`src/rtl/sfx_sequencer.sv`:
```
// -----------------------------------------------------------------------------
// sfx_sequencer
//
// Sound-effect generator for the game audio pin. Watches the game event
// outputs (eat pulse, sticky failure level, sticky success level) and plays a
// short fixed note sequence per event as a 1-bit square wave. Note durations
// are counted in millisecond ticks produced by an internal prescaler running
// on the pixel clock.
//
// Ports
//   clk        : clock (VGA pixel clock)
//   rst_n      : synchronous, active-low reset
//   i_eat      : one-cycle pulse, apple eaten            (priority 0)
//   i_failure  : sticky failure level, rising edge fires  (priority 2)
//   i_success  : sticky success level, rising edge fires  (priority 1)
//   i_mute     : forces o_audio low; sequencing keeps running
//   i_volume   : duty level, only used with SFX_VOLUME_PWM_EN
//   o_audio    : registered square-wave audio
//   o_busy     : high while a sequence (notes and gaps) is playing
//
// Parameters
//   TICK_DIV   : clk cycles per 1 ms tick (>= 2)
//   GAP_MS     : silent gap between notes, in ms ticks (0 = no gap)
//   TONE_SHIFT : right shift applied to ROM half-periods
//   DIV_W      : width of the tone half-period counter
//
// Optional feature
//   SFX_VOLUME_PWM_EN : when defined, a free-running 2-bit counter gates the
//                       high phases so that i_volume selects 1/4..4/4 duty.
// -----------------------------------------------------------------------------
module sfx_sequencer #(
   parameter int TICK_DIV   = 25175,
   parameter int GAP_MS     = 10,
   parameter int TONE_SHIFT = 0,
   parameter int DIV_W      = 16
) (
   input  logic       clk,
   input  logic       rst_n,
   input  logic       i_eat,
   input  logic       i_failure,
   input  logic       i_success,
   input  logic       i_mute,
   input  logic [1:0] i_volume,
   output logic       o_audio,
   output logic       o_busy
);

   localparam int PRE_W = $clog2(TICK_DIV);
   localparam int MS_W  = 16;

   localparam logic [PRE_W-1:0] PRE_LAST = PRE_W'(TICK_DIV - 1);
   localparam logic [MS_W-1:0]  GAP_LAST = MS_W'((GAP_MS > 0) ? (GAP_MS - 1) : 0);

   // Sequence id doubles as its priority, so preemption is a plain compare.
   localparam logic [1:0] SEQ_EAT  = 2'd0;
   localparam logic [1:0] SEQ_SUCC = 2'd1;
   localparam logic [1:0] SEQ_FAIL = 2'd2;

   typedef enum logic [1:0] {
      ST_IDLE = 2'd0,
      ST_PLAY = 2'd1,
      ST_GAP  = 2'd2
   } state_t;

   // ---------------------------------------------------------------------------
   // Note ROM: half-period in clk cycles, duration in ms, last note index.
   // Address is {sequence id, note index}.
   // ---------------------------------------------------------------------------
   function automatic logic [15:0] rom_half(input logic [1:0] s, input logic [1:0] n);
      logic [15:0] h;
      case ({s, n})
         4'h0:    h = 16'd14304;   // EAT  note 0
         4'h1:    h = 16'd9545;    // EAT  note 1
         4'h4:    h = 16'd19080;   // SUCC note 0
         4'h5:    h = 16'd15120;   // SUCC note 1
         4'h6:    h = 16'd12720;   // SUCC note 2
         4'h7:    h = 16'd9540;    // SUCC note 3
         4'h8:    h = 16'd19080;   // FAIL note 0
         4'h9:    h = 16'd25440;   // FAIL note 1
         4'hA:    h = 16'd38160;   // FAIL note 2
         default: h = 16'd2;
      endcase
      return h;
   endfunction

   function automatic logic [15:0] rom_dur(input logic [1:0] s, input logic [1:0] n);
      logic [15:0] d;
      case ({s, n})
         4'h0:    d = 16'd40;
         4'h1:    d = 16'd60;
         4'h4:    d = 16'd80;
         4'h5:    d = 16'd80;
         4'h6:    d = 16'd80;
         4'h7:    d = 16'd300;
         4'h8:    d = 16'd100;
         4'h9:    d = 16'd100;
         4'hA:    d = 16'd250;
         default: d = 16'd1;
      endcase
      return d;
   endfunction

   function automatic logic [1:0] rom_last(input logic [1:0] s);
      logic [1:0] l;
      case (s)
         SEQ_EAT:  l = 2'd1;
         SEQ_SUCC: l = 2'd3;
         SEQ_FAIL: l = 2'd2;
         default:  l = 2'd0;
      endcase
      return l;
   endfunction

   // ---------------------------------------------------------------------------
   // State
   // ---------------------------------------------------------------------------
   state_t            state, state_n;
   logic [1:0]        seq, seq_n;
   logic [1:0]        note_idx, note_idx_n;
   logic [DIV_W-1:0]  tone_cnt, tone_cnt_n;
   logic [PRE_W-1:0]  pre_cnt, pre_cnt_n;
   logic [MS_W-1:0]   ms_cnt, ms_cnt_n;
   logic              phase, phase_n;
   logic              fail_q, succ_q;
   logic              audio_n;
   logic              pwm_on;

   // ---------------------------------------------------------------------------
   // Triggers. Only the highest-priority trigger of a cycle is considered; a
   // trigger is taken from IDLE, or during playback when its priority is at
   // least that of the running sequence. Anything else is dropped, never queued.
   // ---------------------------------------------------------------------------
   logic       fail_rise, succ_rise;
   logic       trig_valid;
   logic [1:0] trig_prio;
   logic       accept;

   assign fail_rise  = i_failure & ~fail_q;
   assign succ_rise  = i_success & ~succ_q;
   assign trig_valid = fail_rise | succ_rise | i_eat;
   assign trig_prio  = fail_rise ? SEQ_FAIL : (succ_rise ? SEQ_SUCC : SEQ_EAT);
   assign accept     = trig_valid & ((state == ST_IDLE) | (trig_prio >= seq));

   // ---------------------------------------------------------------------------
   // Current note parameters. Half-period is shifted then clamped to 2 so the
   // tone counter always has at least two states per phase.
   // ---------------------------------------------------------------------------
   logic [31:0]      half_raw;
   logic [DIV_W-1:0] half_last;
   logic [MS_W-1:0]  dur_last;
   logic             pre_tick;

   always_comb begin
      half_raw = 32'(rom_half(seq, note_idx)) >> TONE_SHIFT;
      if (half_raw < 32'd2) begin
         half_raw = 32'd2;
      end
      half_last = DIV_W'(half_raw - 32'd1);
      dur_last  = rom_dur(seq, note_idx) - 16'd1;
   end

   assign pre_tick = (pre_cnt == PRE_LAST);

   // ---------------------------------------------------------------------------
   // Next-state logic
   // ---------------------------------------------------------------------------
   always_comb begin
      state_n    = state;
      seq_n      = seq;
      note_idx_n = note_idx;
      tone_cnt_n = tone_cnt;
      pre_cnt_n  = pre_cnt;
      ms_cnt_n   = ms_cnt;
      phase_n    = phase;

      if (accept) begin
         // Start (or restart) the selected sequence at note 0.
         state_n    = ST_PLAY;
         seq_n      = trig_prio;
         note_idx_n = 2'd0;
         tone_cnt_n = '0;
         pre_cnt_n  = '0;
         ms_cnt_n   = '0;
         phase_n    = 1'b0;
      end else begin
         case (state)
            ST_PLAY: begin
               if (tone_cnt == half_last) begin
                  tone_cnt_n = '0;
                  phase_n    = ~phase;
               end else begin
                  tone_cnt_n = tone_cnt + DIV_W'(1);
               end

               if (pre_tick) begin
                  pre_cnt_n = '0;
                  if (ms_cnt == dur_last) begin
                     // Note finished: counters and phase restart for whatever
                     // comes next (gap, next note, or idle).
                     ms_cnt_n   = '0;
                     tone_cnt_n = '0;
                     phase_n    = 1'b0;
                     if (note_idx == rom_last(seq)) begin
                        state_n = ST_IDLE;
                     end else begin
                        note_idx_n = note_idx + 2'd1;
                        if (GAP_MS > 0) begin
                           state_n = ST_GAP;
                        end else begin
                           state_n = ST_PLAY;
                        end
                     end
                  end else begin
                     ms_cnt_n = ms_cnt + MS_W'(1);
                  end
               end else begin
                  pre_cnt_n = pre_cnt + PRE_W'(1);
               end
            end

            ST_GAP: begin
               phase_n = 1'b0;
               if (pre_tick) begin
                  pre_cnt_n = '0;
                  if (ms_cnt == GAP_LAST) begin
                     // note_idx already points at the next note.
                     state_n    = ST_PLAY;
                     ms_cnt_n   = '0;
                     tone_cnt_n = '0;
                  end else begin
                     ms_cnt_n = ms_cnt + MS_W'(1);
                  end
               end else begin
                  pre_cnt_n = pre_cnt + PRE_W'(1);
               end
            end

            default: begin
               // IDLE: hold everything until a trigger is accepted.
            end
         endcase
      end
   end

   // ---------------------------------------------------------------------------
   // Optional volume PWM
   // ---------------------------------------------------------------------------
`ifdef SFX_VOLUME_PWM_EN
   logic [1:0] pwm_cnt;

   always_ff @(posedge clk) begin
      if (!rst_n) begin
         pwm_cnt <= 2'd0;
      end else begin
         pwm_cnt <= pwm_cnt + 2'd1;
      end
   end

   assign pwm_on = (pwm_cnt <= i_volume);
`else
   logic unused_volume;
   assign unused_volume = ^i_volume;
   assign pwm_on        = 1'b1;
`endif

   // Audio is registered from the next-state values so the first rise lands
   // exactly one half-period after PLAY entry; i_mute acts at the next edge.
   assign audio_n = phase_n & (state_n == ST_PLAY) & ~i_mute & pwm_on;

   // ---------------------------------------------------------------------------
   // Registers
   // ---------------------------------------------------------------------------
   always_ff @(posedge clk) begin
      if (!rst_n) begin
         state    <= ST_IDLE;
         seq      <= SEQ_EAT;
         note_idx <= 2'd0;
         tone_cnt <= '0;
         pre_cnt  <= '0;
         ms_cnt   <= '0;
         phase    <= 1'b0;
         fail_q   <= 1'b0;
         succ_q   <= 1'b0;
         o_audio  <= 1'b0;
      end else begin
         state    <= state_n;
         seq      <= seq_n;
         note_idx <= note_idx_n;
         tone_cnt <= tone_cnt_n;
         pre_cnt  <= pre_cnt_n;
         ms_cnt   <= ms_cnt_n;
         phase    <= phase_n;
         fail_q   <= i_failure;
         succ_q   <= i_success;
         o_audio  <= audio_n;
      end
   end

   assign o_busy = (state != ST_IDLE);

endmodule

```
`config.mk`:
```
export PLATFORM = sky130hd
export DESIGN_NAME = sfx_sequencer
export DESIGN_NICKNAME = d
export VERILOG_FILES = /design/src/rtl/sfx_sequencer.sv
export SDC_FILE = /design/constraint.sdc
export NUM_CORES = 1
export LEC_CHECK = 0
export CORE_MARGIN = 2
export CORE_UTILIZATION = 50
export DETAILED_ROUTE_END_ITERATION = 7
export PLACE_DENSITY_LB_ADDON = 0.2
export SETUP_SLACK_MARGIN = 0.1
export SLEW_MARGIN = 20
export SYNTH_ARGS = -nofsm -noshare
export SYNTH_HDL_FRONTEND = slang
export SYNTH_SLANG_ARGS = --single-unit
```
`constraint.sdc`:
```
create_clock -name clk -period 5.2 [get_ports clk]
set_clock_uncertainty 0.05 [all_clocks]
set_input_delay 0.52 -clock clk [delete_from_list [all_inputs] [get_ports clk]]
set_output_delay 0.52 -clock clk [all_outputs]
set_load 0.02 [all_outputs]
```
---- Word level (Yosys, flattened, before mapping) ----
Memory sizes are Yosys's and may differ from the RTL's.
Index checks and enable logic that the tools add are counted.
W data, S select, Z words.
cells by class
  add/subtract/negate cells ............... 6
  order comparisons ....................... 2
  eq/ne operators ......................... 13
  mux-type cells .......................... 32
  bitwise logic cells ..................... 14
  reduce and logical (&&, ||, !) cells .... 9
operator list
  cell                     count
  $mux W16                 10
  $pmux W16 S2             2
  $add A16 B1 Y16 const B  2
  $eq A16 B16 Y1           2
  $sub A16 B1 Y16 const B  2
  $mux W2                  11
  $eq A16 B4 Y1 const B    1
  $lt A16 B2 Y1 const B    1
  $add A15 B1 Y15 const B  1
  $eq A15 B15 Y1 const B   1
  $mux W15                 1
  $eq A2 B1 Y1 const B     3
  $ne A2 B2 Y1 const B     3
  $not A1 Y1               6
  $pmux W2 S3              1
  $reduce_and A3 Y1        2
  $and A1 B1 Y1            5
  $mux W1                  5
  $eq A2 B2 Y1 const B     2
  $logic_not A2 Y1         2
  $pmux W2 S2              1
  $reduce_and A4 Y1        1
  $reduce_bool A2 Y1       2
  $reduce_or A2 Y1         2
  5 further kinds          7
storage, ports and cells
  flip-flop bits (word level) ............. 57
  memory bits (read-only) ................. 400
  output and inout port bits .............. 2
  word-level logic and storage cells ...... 88
  memories ................................ 2
memory list
  name              words  width  rd ports  clocked after Yosys merged registers in  wr ports  line  RTL
  (name not given)  16     16     1         0                                        0         71    case ({s, n})
  (name not given)  16     9      1         0                                        0         88    case ({s, n})

---- Depth between registers and ports, before layout ----
Gate-level depths: netlist of run 1.
  depth in word-level cells ............... 17
  mapped depth ............................ 19

---- Worst setup path after synthesis of run 1 ----
OpenSTA, ideal clock, no wires.
  kind .................................... reg2reg
  start point ............................. register note_idx[0]
  end point ............................... register tone_cnt[14]
  arrival ................................. 3,955 ps
  data required time ...................... 5,022 ps
  path slack .............................. 1,067 ps
  stages on the path, launching flop included .. 19
  path buffers ............................ 2
  period minus slack after synthesis ...... 4,133 ps
  path through ............................ dfxtp_1 > clkbuf_1 > inv_1 > ha_1 > and4b_1 > a211oi_1 > nor4_4 > nor2_1 > ha_1 > nor4b_1 > a311o_1 > nor4b_2 > nand2_1 > or4_1 > a2bb2oi_2 > a21oi_2 > buf_2 > a22oi_1 > nor2_1
between the ends
  word-level cells in the longest chain between the ends .. 9
  elaborated cells between the ends (all ways) .. 12
ends and longest elaborated chain
  element                 line  RTL
  from (decl)             119   logic [1:0] note_idx, note_idx_n;
  from (signal assigned)  288   note_idx <= note_idx_n;
  $mem_v2 Z16 W16         --
  $lt A16 B2 Y1           155   if (half_raw < 32'd2) begin
  $mux W16                155
  $sub A16 B1 Y16         158   half_last = DIV_W'(half_raw - 32'd1);
  $eq A16 B16 Y1          188   if (tone_cnt == half_last) begin
  $mux W16                188
  $mux W16                197   if (ms_cnt == dur_last) begin
  $mux W16 (*)            195   if (pre_tick) begin
  $pmux W16 S2 (*)        186   case (state)
  to (signal assigned)    289   tone_cnt <= tone_cnt_n;
  to (decl)               120   logic [DIV_W-1:0] tone_cnt, tone_cnt_n;
Every way passes the cells marked *; elsewhere a longest branch is shown, timed or not.
A chain may end at the register's enable or synchronous reset.

---- Worst setup path after layout of run 1 ----
  start point ............................. register note_idx[1]
  end point ............................... register o_audio
between the ends
  word-level cells in the longest chain between the ends .. 12
  elaborated cells between the ends (all ways) .. 22
ends and longest elaborated chain
  element                         line  RTL
  $mem_v2 Z16 W16                 --
  $lt A16 B2 Y1                   155
  $mux W16                        155
  $sub A16 B1 Y16                 158
  $eq A16 B16 Y1                  188
  $mux W1                         188
  $mux W1                         197
  $mux W1                         195
  $pmux W1 S2                     186
  $mux W1                         176   if (accept) begin
  $and A1 B1 Y1 (*) (2 in a row)  268   assign audio_n = phase_n & (state_n == ST_PLAY) & ~i_mute & pwm_on;
  to (signal assigned)            295   o_audio <= audio_n;
  to (decl)                       44    output logic o_audio,
Marked as above.

==> run metrics, run 1 <==
H-tree Lvls=3; relative max-transition margin=40.6%; adder-cell share of the synthesized area=4.92%; met2 Use GR=37.5%; Overflow after GRT=0; Synth Area in Simple Gates=34.1%; Residual DRC=0; total power after layout=0.00104 W; Tmin final=4600 ps; WP data arrival=4810 ps; IO Count=10; Leak Pwr=1.67 nW; total die area=0.00994 mm^2; XOR/XNOR Fraction of Synth Area=6.70%; core region area=0.00881 mm^2; Via density=6.12; Synth Cell Area=0.00458 mm^2; CP startpoint kind=register; Synth Flop Type=dfxtp_1; synth warn=0; f_max=217 MHz; outcome=finished clean; CP endpoint kind=register; Async SR Flop Fraction=0%; Row Count=34; # resized after CTS=0; compound-gate portion of the synthesized area=21.2%; Max Cap Violations=0; final setup margin=601 ps; Post-DRT Antenna Nets=0; Yosys cell types=80; number of clock sinks=57; Post-Syn Nets=621; Total GRT Usage=23.2%; First DRT Iteration DRCs=290; Syn-to-layout area delta=6.70%; Final Core Density=55.5%; RSZ-0062 raised after global routing=false; fillers=852; clk_lat worst skew=330 ps; vias in the first global route=3,955; Num CTS Buffers=9; cell taking the most area after synthesis=dfxtp_1; maximum vdd ir drop=0.185 mV; Setup TNS=0 ps; FF+latch area=0.00114 mm^2; met1 GRT Util=32.4%; first-pass GRT wire length=18,900 um; Max Fanout on Critical Path=9; EDFF count, synth=0; routed vias=4,289; initial antenna violation count=0; initial cell density of the core=52.0%; mux cell area share after synthesis=1.75%; Die W=99.7 um; # diodes=0; # setup viols final=0; layout cells sized above 1=8.43%; Setup Crit Path Kind=register to register; Final Cycle Share=88.4%; global routing's busiest layer=met2; slew at the pin closest to its max-slew limit=883 ps; clk slew on worst S/H paths=70 ps; Net count, final=615; Root Driver=clkbuf_8; drt first pass iters=5; detailed-route wire length per cell=15.8 um; hold_buf cts=0; worst hold path type=register to register; CP required=5410 ps; GP Congestion=0.883; largest net degree at the start of global routing=38; pwr dens=212 mW/mm^2; post-CTS setup buffers=0; Mapped Avg Cell Area=7.69 um^2; Post-Synthesis Cells=595; Final Hold Violating Endpoints=0; Detailed Route WL=11,100 um; sequential element share of the synthesized area=24.9%; met3 Resource Use GR=3.02%; CTS tree=done; max-slew violations=0; die span in y=99.7 um; worst hold slack=454 ps; clk buf depth=2; IO buf count=7; multi-input logic area=0.00315 mm^2; Synth Register Bits=57; largest family of logic cells by synthesized area=simple AND/OR/NAND/NOR gates; post-synth top area share=24.9%; Synth area leaders=dfxtp_1 25%, nand2_1 5.2%, ha_1 4.9%; hpwl dp=8070 um; dpl ws=352 ps
==> area by class of cell <==
class	instances	share of cell area [%]
multi-input cells	478	64.4
flip-flops and latches	57	23.4
repair buffers	23	3.89
clock buffers	12	3.18
well taps	108	2.77
inverters	20	1.54
clock inverters	3	0.820
==> critical path: stages (launching register included) <==
cell       delay (ps)
dfxtp_1           470
inv_1             130
ha_1              420
and4b_1           220
a211oi_1          500
nor4_4            140
nor2_1            120
ha_1              250
nor4b_1           290
a311o_1           230
nor4b_2           320
nand2_1            70
or4_1             430
a2bb2oi_2         250
nand4b_1          120
a31oi_1           230
and4b_1           270
==> cells by family (layout without fill, tap and decap cells) <==
group	Yosys count	after routing
simple gates	276	276
compound gates	141	141
buf+inv	60	58
flops	57	57
xor+xnor	35	35
fa+ha+maj	18	18
mux	8	8
==> report_power, final <==
| group | internal [W] | total [W] | switching, W | leakage [nW] |
|---|---|---|---|---|
| Sequential | 0.000441 | 0.000450 | 0.00000968 | 0.460 |
| Clock | 0.000243 | 0.000414 | 0.000170 | 0.102 |
| Combinational | 0.0000710 | 0.000173 | 0.000102 | 1.11 |
| Total | 0.000755 | 0.00104 | 0.000282 | 1.67 |
==> layer usage <==
metal / wire (um) / vias to the layer above
met4: 206 / 0
met5: 0 / -
li1: - / 2146
met1: 5360 / 2056
met2: 5170 / 74
met3: 332 / 13
==> final timing paths <==
kind	slack, ps	to	cells after the start	from
worst max-delay path	600	o_audio$_SDFF_PN0_	16	note_idx[1]$_SDFFE_PP0P_
worst min-delay path	450	ms_cnt[7]$_SDFFE_PP0P_	2	ms_cnt[7]$_SDFFE_PP0P_
worst max register to register	600	o_audio$_SDFF_PN0_	16	note_idx[1]$_SDFFE_PP0P_
worst min register to register	450	ms_cnt[7]$_SDFFE_PP0P_	2	ms_cnt[7]$_SDFFE_PP0P_
==> through the flow <==
step	cell area, um^2	instances
2_1_floorplan	4580	595
3_3_place_gp	4680	686
3_5_place_dp	4680	686
4_1_cts	4880	701
5_1_grt	4880	701
6_report	4880	701
==> registers in the layout, indices dropped and copies added (netlist names) <==
name	count
o_audio	1
ms_cnt	16
fail_q	1
seq	2
note_idx	2
pre_cnt	15
state	2
phase	1
succ_q	1
tone_cnt	16
==> synthesized netlist by cell type (all sizes together) (13+ instances only) <==
master and instances:
clkbuf 18, ha 18, nand3 28, xnor2 14, xor2 21, o21ai 29, nand4b 14, nor2 53
dfxtp 57, and3 17, a21oi 35, a31oi 14, inv 20, nand2 63, nand2b 13, buf 22
==> placed cells by master, fill, tap and decap left out, types with 4 or more instances in the layout <==
| cell | instances |
|---|---|
| nand2_1 | 63 |
| dfxtp_1 | 57 |
| nor2_1 | 52 |
| a21oi_1 | 33 |
| nand3_1 | 28 |
| o21ai_0 | 25 |
| xor2_1 | 21 |
| inv_1 | 20 |
| ha_1 | 18 |
| and3_1 | 17 |
| buf_4 | 16 |
| xnor2_1 | 14 |
| nand4b_1 | 14 |
| a31oi_1 | 14 |
| nand2b_1 | 13 |
| nand3b_1 | 12 |
| nand4_1 | 11 |
| clkbuf_8 | 11 |
| a211oi_1 | 8 |
| mux2i_1 | 8 |
| nor2b_1 | 7 |
| and2_1 | 7 |
| or3_1 | 7 |
| clkdlybuf4s50_1 | 7 |
| nor3_1 | 6 |
| a211o_1 | 5 |
| o21bai_1 | 5 |
| o21ai_1 | 4 |
| nor4b_1 | 4 |
| a21o_1 | 4 |
Note: power is estimated with default switching activity, not from simulation.
==> run 2, diff against run 1 <==
--- a/config.mk
+++ b/config.mk
@@ -5,6 +5,7 @@
 export SDC_FILE = /design/constraint.sdc
 export NUM_CORES = 1
 export LEC_CHECK = 0
+export ABC_AREA = 1
 export CORE_MARGIN = 2
 export CORE_UTILIZATION = 50
 export DETAILED_ROUTE_END_ITERATION = 7
==> run metrics, run 2 <==
Final Core Density=55.5% (about the same); RSZ-0062 raised after global routing=false (unchanged); Async SR Flop Fraction=0% (unchanged); crit-path cells=inv_2 -> nand2_1 -> nand3_1 -> nand2_1 -> nor2_1 -> nand2_1 -> nor2_1 -> a21oi_1 -> ha_1 -> inv_1 -> nor3_4 -> nand2_1 -> xor2_1 -> nand2_1 -> nor3_2 -> nand3_2 -> nand3_1 -> a21oi_1 (was inv_1 -> ha_1 -> and4b_1 -> a211oi_1 -> nor4_4 -> nor2_1 -> ha_1 -> nor4b_1 -> a311o_1 -> nor4b_2 -> nand2_1 -> or4_1 -> a2bb2oi_2 -> nand4b_1 -> a31oi_1 -> and4b_1); Setup Crit Path Kind=register to register (unchanged); Tmin final=3940 ps (was 4600 ps); Max stage delay cell, worst path=dfxtp_1 (was a211oi_1); hold_buf cts=0 (unchanged); Final Hold Violating Endpoints=0 (unchanged); first-pass GRT wire length=19,900 um (was 18,900 um); adder-cell share of the synthesized area=4.92% (about the same); Max Fanout on Critical Path=17 (was 9); # resized after CTS=0 (unchanged); Leak Pwr=2.01 nW (was 1.67 nW); outcome=finished clean (unchanged); initial cell density of the core=52.0% (about the same); Mapped Avg Cell Area=6.10 um^2 (was 7.69 um^2); largest family of logic cells by synthesized area=simple AND/OR/NAND/NOR gates (unchanged); crit-path max cell delay=680 ps (was 500 ps); Final Cycle Share=75.8% (was 88.4%); # diodes=0 (unchanged); CP startpoint kind=register (unchanged); most frequent CP cell=nand2_1; CP required=5350 ps (was 5410 ps); XOR/XNOR Fraction of Synth Area=7.08% (was 6.70%); layout cells sized above 1=6.62% (was 8.43%); Syn-to-layout area delta=6.78% (was 6.70%); Synth Cell Area=0.00458 mm^2 (about the same); max-slew violations=0 (unchanged); largest net degree at the start of global routing=36 (was 38); EDFF count, synth=0 (unchanged); H-tree Lvls=3 (unchanged); Setup TNS=0 ps (unchanged); core region area=0.00881 mm^2 (unchanged); clk buf depth=2 (unchanged); die span in y=99.7 um (about the same); pwr dens=222 mW/mm^2 (was 212 mW/mm^2); Net count, final=776 (was 615); detailed-route wire length per cell=13.4 um (was 15.8 um); post-synth top area share=24.9% (about the same); drt first pass iters=5 (unchanged); Synth Register Bits=57 (unchanged); relative max-transition margin=51.6% (was 40.6%); initial antenna violation count=0 (unchanged); hpwl dp=8840 um (was 8070 um); number of clock sinks=57 (unchanged); Synth Flop Type=dfxtp_1 (unchanged); post-placement cell area=0.00469 mm^2 (was 0.00468 mm^2); Post-Synthesis Cells=750 (was 595); compound-gate portion of the synthesized area=10.3% (was 21.2%); Post-Syn Nets=776 (was 621); most common cell in the netlist=nand2_1 (unchanged); design area=0.00489 mm^2 (was 0.00488 mm^2); slew at the pin closest to its max-slew limit=726 ps (was 883 ps); Yosys cell types=40 (was 80); cell taking the most area after synthesis=dfxtp_1 (unchanged); CP endpoint kind=register (unchanged); Die W=99.7 um (about the same); mux cell area share after synthesis=0% (was 1.75%); Residual DRC=0 (unchanged); Detailed Route WL=11,500 um (was 11,100 um); Largest regs=ms_cnt: 16 flops, tone_cnt: 16 flops, pre_cnt: 15 flops (unchanged); sequential element share of the synthesized area=24.9% (about the same); clk slew on worst S/H paths=70 ps (about the same); top cells by count, synth=206 x nand2_1, 95 x nor2_1, 84 x inv_1 (was 63 x nand2_1, 57 x dfxtp_1, 52 x nor2_1); Post-DRT Antenna Nets=0 (unchanged); vias in the first global route=4,445 (was 3,955); Overflow after GRT=0 (unchanged); most common cell after layout, fill and taps aside=nand2_1 (unchanged); total die area=0.00993 mm^2 (was 0.00994 mm^2); Synth area leaders=dfxtp_1 25%, nand2_1 17%, nor2_1 7.8% (was dfxtp_1 25%, nand2_1 5.2%, ha_1 4.9%); synth warn=0 (unchanged); WP data arrival=4090 ps (was 4810 ps); First DRT Iteration DRCs=261 (was 290); Cells after DPL=847 (was 686); fillers=904 (was 852); maximum vdd ir drop=0.118 mV (was 0.185 mV); routed vias=4,721 (was 4,289); clk_lat worst skew=340 ps (was 330 ps); Num CTS Buffers=9 (unchanged); CTS tree=done (unchanged); IO buf count=7 (unchanged); # setup viols final=0 (unchanged); f_max=254 MHz (was 217 MHz); Via density=5.47 (was 6.12); IO Count=10 (unchanged); Synth Area in Simple Gates=42.9% (was 34.1%); Max Cap Violations=0 (unchanged); commonest non-fill, non-tap cells in the layout=206 x nand2_1, 95 x nor2_1, 84 x inv_1, 68 x nand3_1, 58 x a21oi_1 (was 63 x nand2_1, 57 x dfxtp_1, 52 x nor2_1, 33 x a21oi_1, 28 x nand3_1); Root Driver=clkbuf_8 (unchanged); Total GRT Usage=24.6% (was 23.2%); Row Count=34 (unchanged); Cell Count, Final, Fillers Out=863 (was 701); GP Congestion=0.980 (was 0.883); post-CTS setup buffers=0 (unchanged); worst hold path type=register to register (unchanged); worst hold slack=409 ps (was 454 ps)
-- run 2: worst paths after layout --
path | from | to | slack, ps | cells past startpoint
max | seq[0]$_SDFFE_PN0P_ | tone_cnt[13]$_SDFFE_PP0P_ | 1260 | 18
min | pre_cnt[12]$_SDFFE_PP0N_ | pre_cnt[12]$_SDFFE_PP0N_ | 410 | 1
max reg2reg | seq[0]$_SDFFE_PN0P_ | tone_cnt[13]$_SDFFE_PP0P_ | 1260 | 18
min reg2reg | pre_cnt[12]$_SDFFE_PP0N_ | pre_cnt[12]$_SDFFE_PP0N_ | 410 | 1
-- run 2: stage by stage --
stage               setup slack [ps]  total power [W]
finish                          1260          0.00108
CTS                             1270          0.00109
global route                     784          0.00115
floorplan                       2100         0.000619
global placement                1390         0.000659
detailed placement              1300         0.000664
-- run 2: final cells by class --
class / count / area [um^2] / area share, %
clock buffers: 10 / 138 / 2.82
clock inverters: 6 / 57.6 / 1.18
inverters: 91 / 342 / 6.99
multi-input cells: 582 / 2990 / 61.2
flip-flops and latches: 57 / 1140 / 23.4
well taps: 108 / 135 / 2.77
repair buffers: 9 / 85.1 / 1.74
-- run 2: logic make-up (layout without fill, tap and decap cells) --
logic type                 after synthesis  after routing
and+or+nand+nor                        438            438
buffers and inverters                  111            116
AOI/OAI and AO/OA                       89             89
DFF                                     57             57
xor gates and xnor gates                37             37
adders and majority gates               18             18
-- run 2: routing by layer --
| metal | vias to the layer above | track usage (%) | part of all wire (%) |
|---|---|---|---|
| li1 | 2421 | - | - |
| met1 | 2159 | 32.2 | 47 |
| met2 | 115 | 40.7 | 46 |
| met3 | 26 | 3.51 | 4.5 |
| met4 | 0 | 9.80 | 2.9 |
| met5 | - | 0 | 0 |
-- run 2: critical path, delay by kind of cell (launching register included) --
family / cells / cell delay, ps
xor+xnor: 1 / 260
compound gates: 2 / 210
fa+ha+maj: 1 / 170
flops: 1 / 680
buf+inv: 2 / 340
simple gates: 12 / 2090
-- run 2: power breakdown --
part,internal [W],total (W),switching (W)
sequential,0.000441,0.000449,0.00000766
combinational,0.0000648,0.000208,0.000144
clock,0.000231,0.000426,0.000195
==> run 3, diff against run 2 <==
==> constraint.sdc (replaced) <==
create_clock -name clk -period 3.63 [get_ports clk]
set_clock_uncertainty 0.05 [all_clocks]
set_input_delay 0.363 -clock clk [delete_from_list [all_inputs] [get_ports clk]]
set_output_delay 0.363 -clock clk [all_outputs]
set_load 0.02 [all_outputs]
==> run metrics, run 3 (synthesis gave the netlist of run 2 again) <==
internal power=0.00131 W (was 0.000737 W); CP required=3820 ps (was 5350 ps); routed vias=4,783 (was 4,721); switch share=27.2% (was 32.0%); hpwl dp=8840 um (about the same); Residual DRC=0 (unchanged); Leak Pwr=2.14 nW (was 2.01 nW); clk_lat worst skew=340 ps (about the same); hold_buf cts=0 (unchanged); Via density=5.42 (was 5.47); Largest regs=ms_cnt: 16 flops, tone_cnt: 16 flops, pre_cnt: 15 flops (unchanged); max-slew violations=0 (unchanged); WP data arrival=3440 ps (was 4090 ps); total die area=0.00993 mm^2 (unchanged); relative max-transition margin=53.0% (was 51.6%); core region area=0.00881 mm^2 (unchanged); First DRT Iteration DRCs=246 (was 261); commonest non-fill, non-tap cells in the layout=206 x nand2_1, 95 x nor2_1, 84 x inv_1, 68 x nand3_1, 58 x a21oi_1 (unchanged); Total GRT Usage=24.6% (about the same); Root Driver=clkbuf_8 (unchanged); outcome=finished clean (unchanged); CP endpoint kind=register (unchanged); most common cell after layout, fill and taps aside=nand2_1 (unchanged); vias in the first global route=4,605 (was 4,445); Final Hold Violating Endpoints=0 (unchanged); Syn-to-layout area delta=12.0% (was 6.78%); clk buf depth=2 (unchanged); number of clock sinks=57 (unchanged); Flop pwr share=35.5% (was 41.4%); Row Count=34 (unchanged); clk slew on worst S/H paths=70 ps (about the same); largest net degree at the start of global routing=36 (unchanged); Tmin final=3240 ps (was 3940 ps); layout cells sized above 1=9.17% (was 6.62%); Net Switching=0.000489 W (was 0.000347 W); die span in y=99.7 um (unchanged); Net count, final=795 (was 776); Setup Crit Path Kind=register to register (unchanged); first-pass GRT wire length=20,200 um (was 19,900 um); slew at the pin closest to its max-slew limit=705 ps (was 726 ps); pwr dens=351 mW/mm^2 (was 222 mW/mm^2); Num CTS Buffers=9 (unchanged); Comb pwr share=18.4% (was 19.2%); IO buf count=7 (unchanged); post-placement cell area=0.00483 mm^2 (was 0.00469 mm^2); RSZ-0062 raised after global routing=false (unchanged); IO Count=10 (unchanged); # setup viols final=0 (unchanged); GP Congestion=0.952 (was 0.980); detailed-route wire length per cell=13.2 um (was 13.4 um); total power after layout=0.00180 W (was 0.00108 W); Max Fanout on Critical Path=7 (was 17); CP startpoint kind=register (unchanged); drt first pass iters=5 (unchanged); Setup TNS=0 ps (unchanged); Post-DRT Antenna Nets=0 (unchanged); Final Cycle Share=89.4% (was 75.8%); clock network power share=46.1% (was 39.4%); H-tree Lvls=3 (unchanged); Max Cap Violations=0 (unchanged); f_max=308 MHz (was 254 MHz); initial antenna violation count=0 (unchanged); initial cell density of the core=52.0% (unchanged); maximum vdd ir drop=0.260 mV (was 0.118 mV); Final Core Density=58.2% (was 55.5%); # diodes=0 (unchanged); Overflow after GRT=0 (unchanged); Die W=99.7 um (unchanged); worst hold path type=register to register (unchanged); Detailed Route WL=11,600 um (was 11,500 um); CTS tree=done (unchanged); design area=0.00512 mm^2 (was 0.00489 mm^2)
[run 3: worst paths after layout]
path                                  from  depth (start not counted)  slack [ps]                        to
hold / removal    pre_cnt[12]$_SDFFE_PP0N_                          1         420  pre_cnt[12]$_SDFFE_PP0N_
hold reg to reg   pre_cnt[12]$_SDFFE_PP0N_                          1         420  pre_cnt[12]$_SDFFE_PP0N_
setup / recovery  note_idx[0]$_SDFFE_PP0P_                         22         390        o_audio$_SDFF_PN0_
setup reg to reg  note_idx[0]$_SDFFE_PP0P_                         22         390        o_audio$_SDFF_PN0_
[run 3: area by class of cell]
cell class                      count  area (um^2)
Clock buffer                       11          151
Clock inverter                      5          125
Fill cell                         882         3680
Inverter                           91          342
Multi-Input combinational cell    582         3000
Sequential cell                    57         1140
Tap cell                          108          135
Timing Repair Buffer               28          228
[run 3: metal layers]
layer	wire length (um)	vias to the layer above	global-route usage (%)	part of all wire [%]
met3	466	24	4.08	4.0
met2	5350	123	41.3	46
li1	-	2461	-	-
met5	0	-	0	0
met4	235	0	8.64	2.0
met1	5570	2175	32.0	48
[run 3: power groups by stage]
stage	sequential [W]	clock, W	combinational (W)
after floorplan	0.000651	0	0.000236
after CTS	0.000637	0.000846	0.000323
after global placement	0.000651	0	0.000315
final	0.000637	0.000829	0.000331
after global routing	0.000638	0.000872	0.000377
after detailed placement	0.000651	0	0.000320
[run 3: through the flow]
stage                     cells  hold slack (ps)  worst slack (ps)
after floorplan             750              372               526
after global placement      865              392               232
after detailed placement    865              403               140
after CTS                   881              413               133
after global routing        882              449               118
final                       882              417               386
[run 3: repair_timing]
item,4_1_cts,5_1_grt
setup buffers,0,1
endpoints found under the setup margin,0,18
gates resized for setup,0,3
[run 3: worst max-delay path, stage by stage, from the launching register on]
cell and delay [ps]:
dfxtp_2 400, inv_1 100, ha_1 280, nand2_1 120, nand3_1 100, nand2_1 140, nor2_1 50, nand2_1 60
nor2_1 60, a21oi_1 120, ha_1 150, inv_1 70, nor3_4 210, nand3_2 130, or2_0 240, a21oi_2 160
nand2_1 60, nor2_1 200, nand3_1 120, nand3_1 100, nand2_1 50, nand2_1 90, nor2_1 40
